--- src/rtl/keypad_scanner_pkg.sv ---
// keypad_scanner_pkg
// Shared definitions for the 4x4 matrix keypad scanner:
//   - FSM state encodings KP_SCAN, KP_DEBOUNCE, KP_HELD (2 bits)
//   - KP_COL_IDLE, the column drive pattern after reset (column 0 driven)
//   - kp_key_t, a captured key position {row, col}
//   - helpers for picking the lowest active-low row and building the
//     active-low one-hot column drive pattern
package keypad_scanner_pkg;

  localparam logic [1:0] KP_SCAN     = 2'd0;
  localparam logic [1:0] KP_DEBOUNCE = 2'd1;
  localparam logic [1:0] KP_HELD     = 2'd2;

  localparam logic [3:0] KP_COL_IDLE = 4'b1110;

  // Packed so it can be assigned straight onto the 4-bit key code,
  // which is defined as 4*row + col.
  typedef struct packed {
    logic [1:0] row;
    logic [1:0] col;
  } kp_key_t;

  // Index of the lowest row reading 0. Scanning from the top down means
  // the last assignment wins, so row 0 has priority when several are low.
  function automatic logic [1:0] kp_lowest_low(input logic [3:0] rows);
    logic [1:0] idx;
    idx = 2'd0;
    for (int i = 3; i >= 0; i--) begin
      if (!rows[i]) idx = i[1:0];
    end
    return idx;
  endfunction

  function automatic logic [3:0] kp_col_drive(input logic [1:0] col);
    return ~(4'b0001 << col);
  endfunction

endpackage

--- src/rtl/keypad_scanner_sync_2ff.sv ---
// sync_2ff
// Two-flop synchronizer for asynchronous level inputs. Both stages reset to
// all-ones, which matches idle pulled-up keypad rows.
// Ports:
//   clk  in          system clock
//   rst  in          synchronous active-high reset
//   d    in  WIDTH   asynchronous input
//   q    out WIDTH   synchronized output, two cycles behind d
module sync_2ff #(
  parameter int WIDTH = 4
) (
  input  logic             clk,
  input  logic             rst,
  input  logic [WIDTH-1:0] d,
  output logic [WIDTH-1:0] q
);

  logic [WIDTH-1:0] meta;

  always_ff @(posedge clk) begin
    if (rst) begin
      meta <= '1;
      q    <= '1;
    end else begin
      meta <= d;
      q    <= meta;
    end
  end

endmodule

--- src/rtl/keypad_scanner.sv ---
// keypad_scanner
// Scans a 4x4 active-low matrix keypad: drives one column at a time, reads
// the synchronized rows back, debounces the first key found and reports it
// as a 4-bit code (4*row + col) with a one-cycle valid strobe. The key is
// then tracked until a debounced release before scanning resumes.
//
// Optional feature: define KEYPAD_AUTOREPEAT_EN to re-strobe a held key
// every REPEAT_CNT cycles. Without it there is exactly one strobe per press.
//
// Parameters:
//   SCAN_DIV      cycles each column stays driven (>= 4)
//   DEBOUNCE_CNT  stable cycles needed to accept a press or a release (>= 2)
//   REPEAT_CNT    held-key repeat period (only with KEYPAD_AUTOREPEAT_EN)
// Ports:
//   clk        in   1  system clock
//   rst        in   1  synchronous active-high reset
//   row_sense  in   4  keypad rows, active-low, asynchronous to clk
//   col_drive  out  4  column drive, active-low one-hot
//   key_code   out  4  last accepted key, 4*row + col
//   key_valid  out  1  one-cycle strobe, key_code valid in the same cycle
//   key_held   out  1  high while the accepted key remains pressed
module keypad_scanner
  import keypad_scanner_pkg::*;
#(
  parameter int SCAN_DIV     = 50000,
  parameter int DEBOUNCE_CNT = 1000000,
  parameter int REPEAT_CNT   = 50000000
) (
  input  logic       clk,
  input  logic       rst,
  input  logic [3:0] row_sense,
  output logic [3:0] col_drive,
  output logic [3:0] key_code,
  output logic       key_valid,
  output logic       key_held
);

  localparam int DIV_W = $clog2(SCAN_DIV) + 1;
  localparam int DEB_W = $clog2(DEBOUNCE_CNT) + 1;

  localparam logic [DIV_W-1:0] DIV_LAST = DIV_W'(SCAN_DIV - 1);
  localparam logic [DIV_W-1:0] DIV_ONE  = DIV_W'(1);
  localparam logic [DEB_W-1:0] DEB_LAST = DEB_W'(DEBOUNCE_CNT - 1);
  localparam logic [DEB_W-1:0] DEB_ONE  = DEB_W'(1);

`ifdef KEYPAD_AUTOREPEAT_EN
  localparam int REP_W = $clog2(REPEAT_CNT) + 1;
  localparam logic [REP_W-1:0] REP_LAST = REP_W'(REPEAT_CNT - 1);
  localparam logic [REP_W-1:0] REP_ONE  = REP_W'(1);

  logic [REP_W-1:0] rep_cnt;
`endif

  logic [3:0]       rs;
  logic [1:0]       state;
  logic [1:0]       col;
  logic [1:0]       next_col;
  logic [DIV_W-1:0] div_cnt;
  logic [DEB_W-1:0] deb_cnt;
  kp_key_t          cap_key;
  logic             row_low;

  sync_2ff #(
    .WIDTH(4)
  ) u_row_sync (
    .clk(clk),
    .rst(rst),
    .d  (row_sense),
    .q  (rs)
  );

  assign next_col = col + 2'd1;

  // Only the captured row matters once a key is being tracked; the column
  // stays frozen, so other keys cannot disturb this bit.
  assign row_low = ~rs[cap_key.row];

  // The compare values are the limit minus one: the counter is checked
  // before it would be incremented, so the action lands exactly
  // DEBOUNCE_CNT (or SCAN_DIV) cycles after counting started.
  always_ff @(posedge clk) begin
    if (rst) begin
      state     <= KP_SCAN;
      col       <= 2'd0;
      col_drive <= KP_COL_IDLE;
      div_cnt   <= '0;
      deb_cnt   <= '0;
      cap_key   <= '0;
      key_code  <= 4'd0;
      key_valid <= 1'b0;
      key_held  <= 1'b0;
`ifdef KEYPAD_AUTOREPEAT_EN
      rep_cnt   <= '0;
`endif
    end else begin
      key_valid <= 1'b0;

      case (state)
        KP_SCAN: begin
          if (div_cnt == DIV_LAST) begin
            div_cnt <= '0;
            if (rs != 4'b1111) begin
              cap_key <= '{row: kp_lowest_low(rs), col: col};
              deb_cnt <= '0;
              state   <= KP_DEBOUNCE;
            end else begin
              col       <= next_col;
              col_drive <= kp_col_drive(next_col);
            end
          end else begin
            div_cnt <= div_cnt + DIV_ONE;
          end
        end

        KP_DEBOUNCE: begin
          if (row_low) begin
            if (deb_cnt == DEB_LAST) begin
              key_code  <= cap_key;
              key_valid <= 1'b1;
              deb_cnt   <= '0;
              state     <= KP_HELD;
`ifdef KEYPAD_AUTOREPEAT_EN
              rep_cnt   <= '0;
`endif
            end else begin
              deb_cnt <= deb_cnt + DEB_ONE;
            end
          end else begin
            // A bounce drops the capture; the next column gets the next look.
            col       <= next_col;
            col_drive <= kp_col_drive(next_col);
            div_cnt   <= '0;
            deb_cnt   <= '0;
            state     <= KP_SCAN;
          end
        end

        KP_HELD: begin
          key_held <= 1'b1;
          if (!row_low) begin
            if (deb_cnt == DEB_LAST) begin
              key_held  <= 1'b0;
              col       <= next_col;
              col_drive <= kp_col_drive(next_col);
              div_cnt   <= '0;
              deb_cnt   <= '0;
              state     <= KP_SCAN;
            end else begin
              deb_cnt <= deb_cnt + DEB_ONE;
            end
          end else begin
            deb_cnt <= '0;
          end
`ifdef KEYPAD_AUTOREPEAT_EN
          // Repeats keep running during the release window; key_code is
          // unchanged so a late repeat still reports the same key.
          if (rep_cnt == REP_LAST) begin
            key_valid <= 1'b1;
            rep_cnt   <= '0;
          end else begin
            rep_cnt <= rep_cnt + REP_ONE;
          end
`endif
        end

        default: begin
          state <= KP_SCAN;
        end
      endcase
    end
  end

endmodule

--- config.mk ---
export PLATFORM = sky130hd
export DESIGN_NAME = keypad_scanner
export DESIGN_NICKNAME = d
export VERILOG_FILES = /design/src/rtl/keypad_scanner_pkg.sv /design/src/rtl/keypad_scanner_sync_2ff.sv /design/src/rtl/keypad_scanner.sv
export SDC_FILE = /design/constraint.sdc
export NUM_CORES = 1
export LEC_CHECK = 0
export BUFFER_PORTS_ARGS = -buffer_cell sky130_fd_sc_hd__buf_2
export CAP_MARGIN = 30
export CORE_MARGIN = 3
export CORE_UTILIZATION = 55
export DETAILED_ROUTE_END_ITERATION = 16
export PLACE_DENSITY = 0.83
export SYNTH_ARGS = -nofsm -noshare
export SYNTH_HDL_FRONTEND = slang
export SYNTH_SLANG_ARGS = --single-unit
--- constraint.sdc ---
create_clock -name clk -period 2.85 [get_ports clk]
set_clock_uncertainty 0.05 [all_clocks]
set_input_delay 0.855 -clock clk [delete_from_list [all_inputs] [get_ports clk]]
set_output_delay 0.855 -clock clk [all_outputs]
set_load 0.05 [all_outputs]
==> flow_metrics.tcl <==
set metrics [dict create \
    fp-row-count 28 \
    dpl-instance-area_um2 3572 \
    nets 423 \
    slew_headroom 0.3778 \
    synth.distinct_cells 69 \
    dieWidth_um 84.87 \
    antennaDiodeCount 0 \
    grt_pass1_wl_um 13430 \
    drt_first_pass_iters 5 \
    busiest_layer "met2" \
    synth_seq_cells 64 \
    p_leak_nw 1.333 \
    grt.met1_usage 0.2915 \
    post-cts-setup-buffers 0 \
    netlist_instances 390 \
    cp.arrival_ns 2.77 \
    drtIter0Drc 219 \
    routabilityCongestion 0.8026 \
    min_path_type "flip-flop to flip-flop" \
    htreeDepth 3 \
    synth_flop_cell "dfxtp_1" \
    p_total_mw 2.057 \
    grt_pass1_vias 2954 \
    synth-seq-area-share 0.3745 \
    setup_tns_ns 0 \
    power-per-cell-area_nw_per_um2 541.4 \
    tritoncts "built" \
    path_max_fanout 31 \
    ant_nets 0 \
    antenna_found_initial 0 \
    clk_latency_ns 0.36 \
    cap_viol_max_count 0 \
    grt_max_degree 40 \
    fp.dieArea_um2 7202 \
    synth_nets 406 \
    grt.total_usage 0.2295 \
    drt-total-wl_um 7890 \
    cts.sinks 64 \
    die_h_um 84.87 \
    fin_crit_sh 0.8929 \
    async_flop_share 0 \
    drive_above_1_share 0.1626 \
    netlist.area_leader.share 0.3745 \
    final_util 0.6380 \
    cts_root_buf "clkbuf_8" \
    setup.worst_path.end_class "flip-flop" \
    viasPerCell 6.386 \
    pre_cts_ws_ns 0.3971 \
    critPathLaunchType "flip-flop" \
    worst_ep_required_time_ns 3.08 \
    met3_usage 0.06019 \
    dpl.hpwl_um 5203 \
    min_period_ns 2.545 \
    gr-total-overflow 0 \
    worst_pin_slew_ns 0.9333 \
    yosysWarnings 0 \
    fmax_mhz 393.0 \
    areaGrowthSynthToFinish_pct 11.08 \
    finalWorstSetupSlack_ns 0.3052 \
    core_um2 5956 \
    path_class "flip-flop to flip-flop" \
    cts_hold_buffers 0 \
    clk_transition_reported_paths_ns 0.08 \
    syn_area_per_cell_um2 8.771 \
    cts_buffers 9 \
    synthTopCellsByArea "dfxtp_1, mux2i_1, ha_1" \
    cts_resized 0 \
    via_count 3110 \
    fill_cells 498 \
    pin_count 16 \
    seq_area_um2 1281 \
    slew_viol_final 0 \
    remaining_drc_errors 0 \
    synth_top_cell_by_area "dfxtp_1" \
    multi_input_area_um2 2012 \
    clock_tree.buffer_depth 2 \
    synth_edf_count 0 \
    irDropWorstVdd_mv 0.4608 \
    start_util 0.5744 \
    final-hold-violation-count 0 \
    finish.instance_area_um2 3800 \
    numPortBuffers 15 \
    syn_area_um2 3421 \
    routedWlPerCell_um 16.20 \
    finalSetupViolCount 0 \
    rsz0062_at_grt "false" \
    grt_util_met2 0.3730 \
    status "finished, final reports clean" \
]
-- layout make-up --
class,count,area share
Inverter,14,0.01383
Timing Repair Buffer,21,0.03490
Clock inverter,7,0.02733
Multi-Input combinational cell,297,0.5295
Clock buffer,9,0.03260
Tap cell,75,0.02470
Sequential cell,64,0.3372
-- metrics by stage --
stage          hold slack [ns]  cells
3_3_place_gp            0.3410    471
4_1_cts                 0.3614    487
3_5_place_dp            0.3423    471
6_report                0.3575    487
5_1_grt                 0.3826    487
2_1_floorplan           0.3395    390
-- registers in the layout, summed over array words and instances, names as in the netlist --
| name | flops |
|---|---|
| cap_key | 4 |
| col | 2 |
| col_drive | 4 |
| deb_cnt | 21 |
| div_cnt | 17 |
| key_code | 4 |
| key_held | 1 |
| key_valid | 1 |
| state | 2 |
| u_row_sync.meta | 4 |
| u_row_sync.q | 4 |
-- where the power goes --
part / switching, mW / internal, mW
combinational: 0.146 / 0.0749
sequential: 0.0219 / 0.918
clock: 0.395 / 0.501
total: 0.563 / 1.49
-- critical path: stages, from the launching register on --
cell	delay, ns
dfxtp_1	0.39
ha_1	0.23
and4b_1	0.23
nand4_2	0.18
o21a_1	0.57
or4_1	0.63
a21oi_1	0.18
-- metal layers --
metal | vias to the layer above | routed length, um | part of all wire
met5 | - | 0 | 0
met4 | 0 | 123 | 0.016
met3 | 12 | 476 | 0.060
met2 | 118 | 3791 | 0.48
met1 | 1469 | 3499 | 0.44
li1 | 1511 | - | -
-- final timing paths --
check	startpoint	endpoint	slack, ns	cells after the start
setup / recovery	div_cnt[0]	deb_cnt[8]	0.31	6
hold / removal	u_row_sync.meta[2]	u_row_sync.q[2]	0.36	1
setup reg to reg	div_cnt[0]	deb_cnt[8]	0.31	6
hold reg to reg	u_row_sync.meta[2]	u_row_sync.q[2]	0.36	1
-- cell usage in the layout (no fill, tap or decap), types with 8 or more instances in the layout --
cell and instances:
dfxtp_1 64, nand2_1 28, nor2_1 24, a21oi_1 24
nand3_1 18, or4_1 16, o21ai_0 15, buf_2 15
inv_1 14, mux2i_1 13, nor3_1 12, or2_2 10
ha_1 10, nand4_1 9, clkbuf_8 9, and3_1 8
or3_1 8
-- Yosys cell counts (all sizes together) (2+ instances only) --
library cell / count
o211ai: 3
clkbuf: 11
nand4b: 2
nor3: 13
and2: 5
nor3b: 4
nor2: 25
a211oi: 3
or2: 10
o21ai: 17
nand2: 29
o32ai: 2
a31oi: 8
a21oi: 24
a311oi: 2
a22oi: 3
inv: 14
nand4: 10
o211a: 3
a32o: 7
mux2i: 13
and4b: 3
ha: 10
buf: 3
nor4: 5
mux2: 2
dfxtp: 64
or3: 8
nor4b: 3
nand3: 19
nand2b: 4
and3: 10
or4: 17
nor2b: 7
o21a: 5
o31ai: 6
-- logic make-up after synthesis --
| family | after synthesis | share of synthesized area |
|---|---|---|
| compound gates | 93 | 0.1891 |
| simple gates | 177 | 0.3087 |
| mux | 16 | 0.05120 |
| buf+inv | 29 | 0.03731 |
| flops | 64 | 0.3745 |
| xor+xnor | 1 | 0.002561 |
| fa+ha+maj | 10 | 0.03658 |
Note: power is estimated with default switching activity, not from simulation.
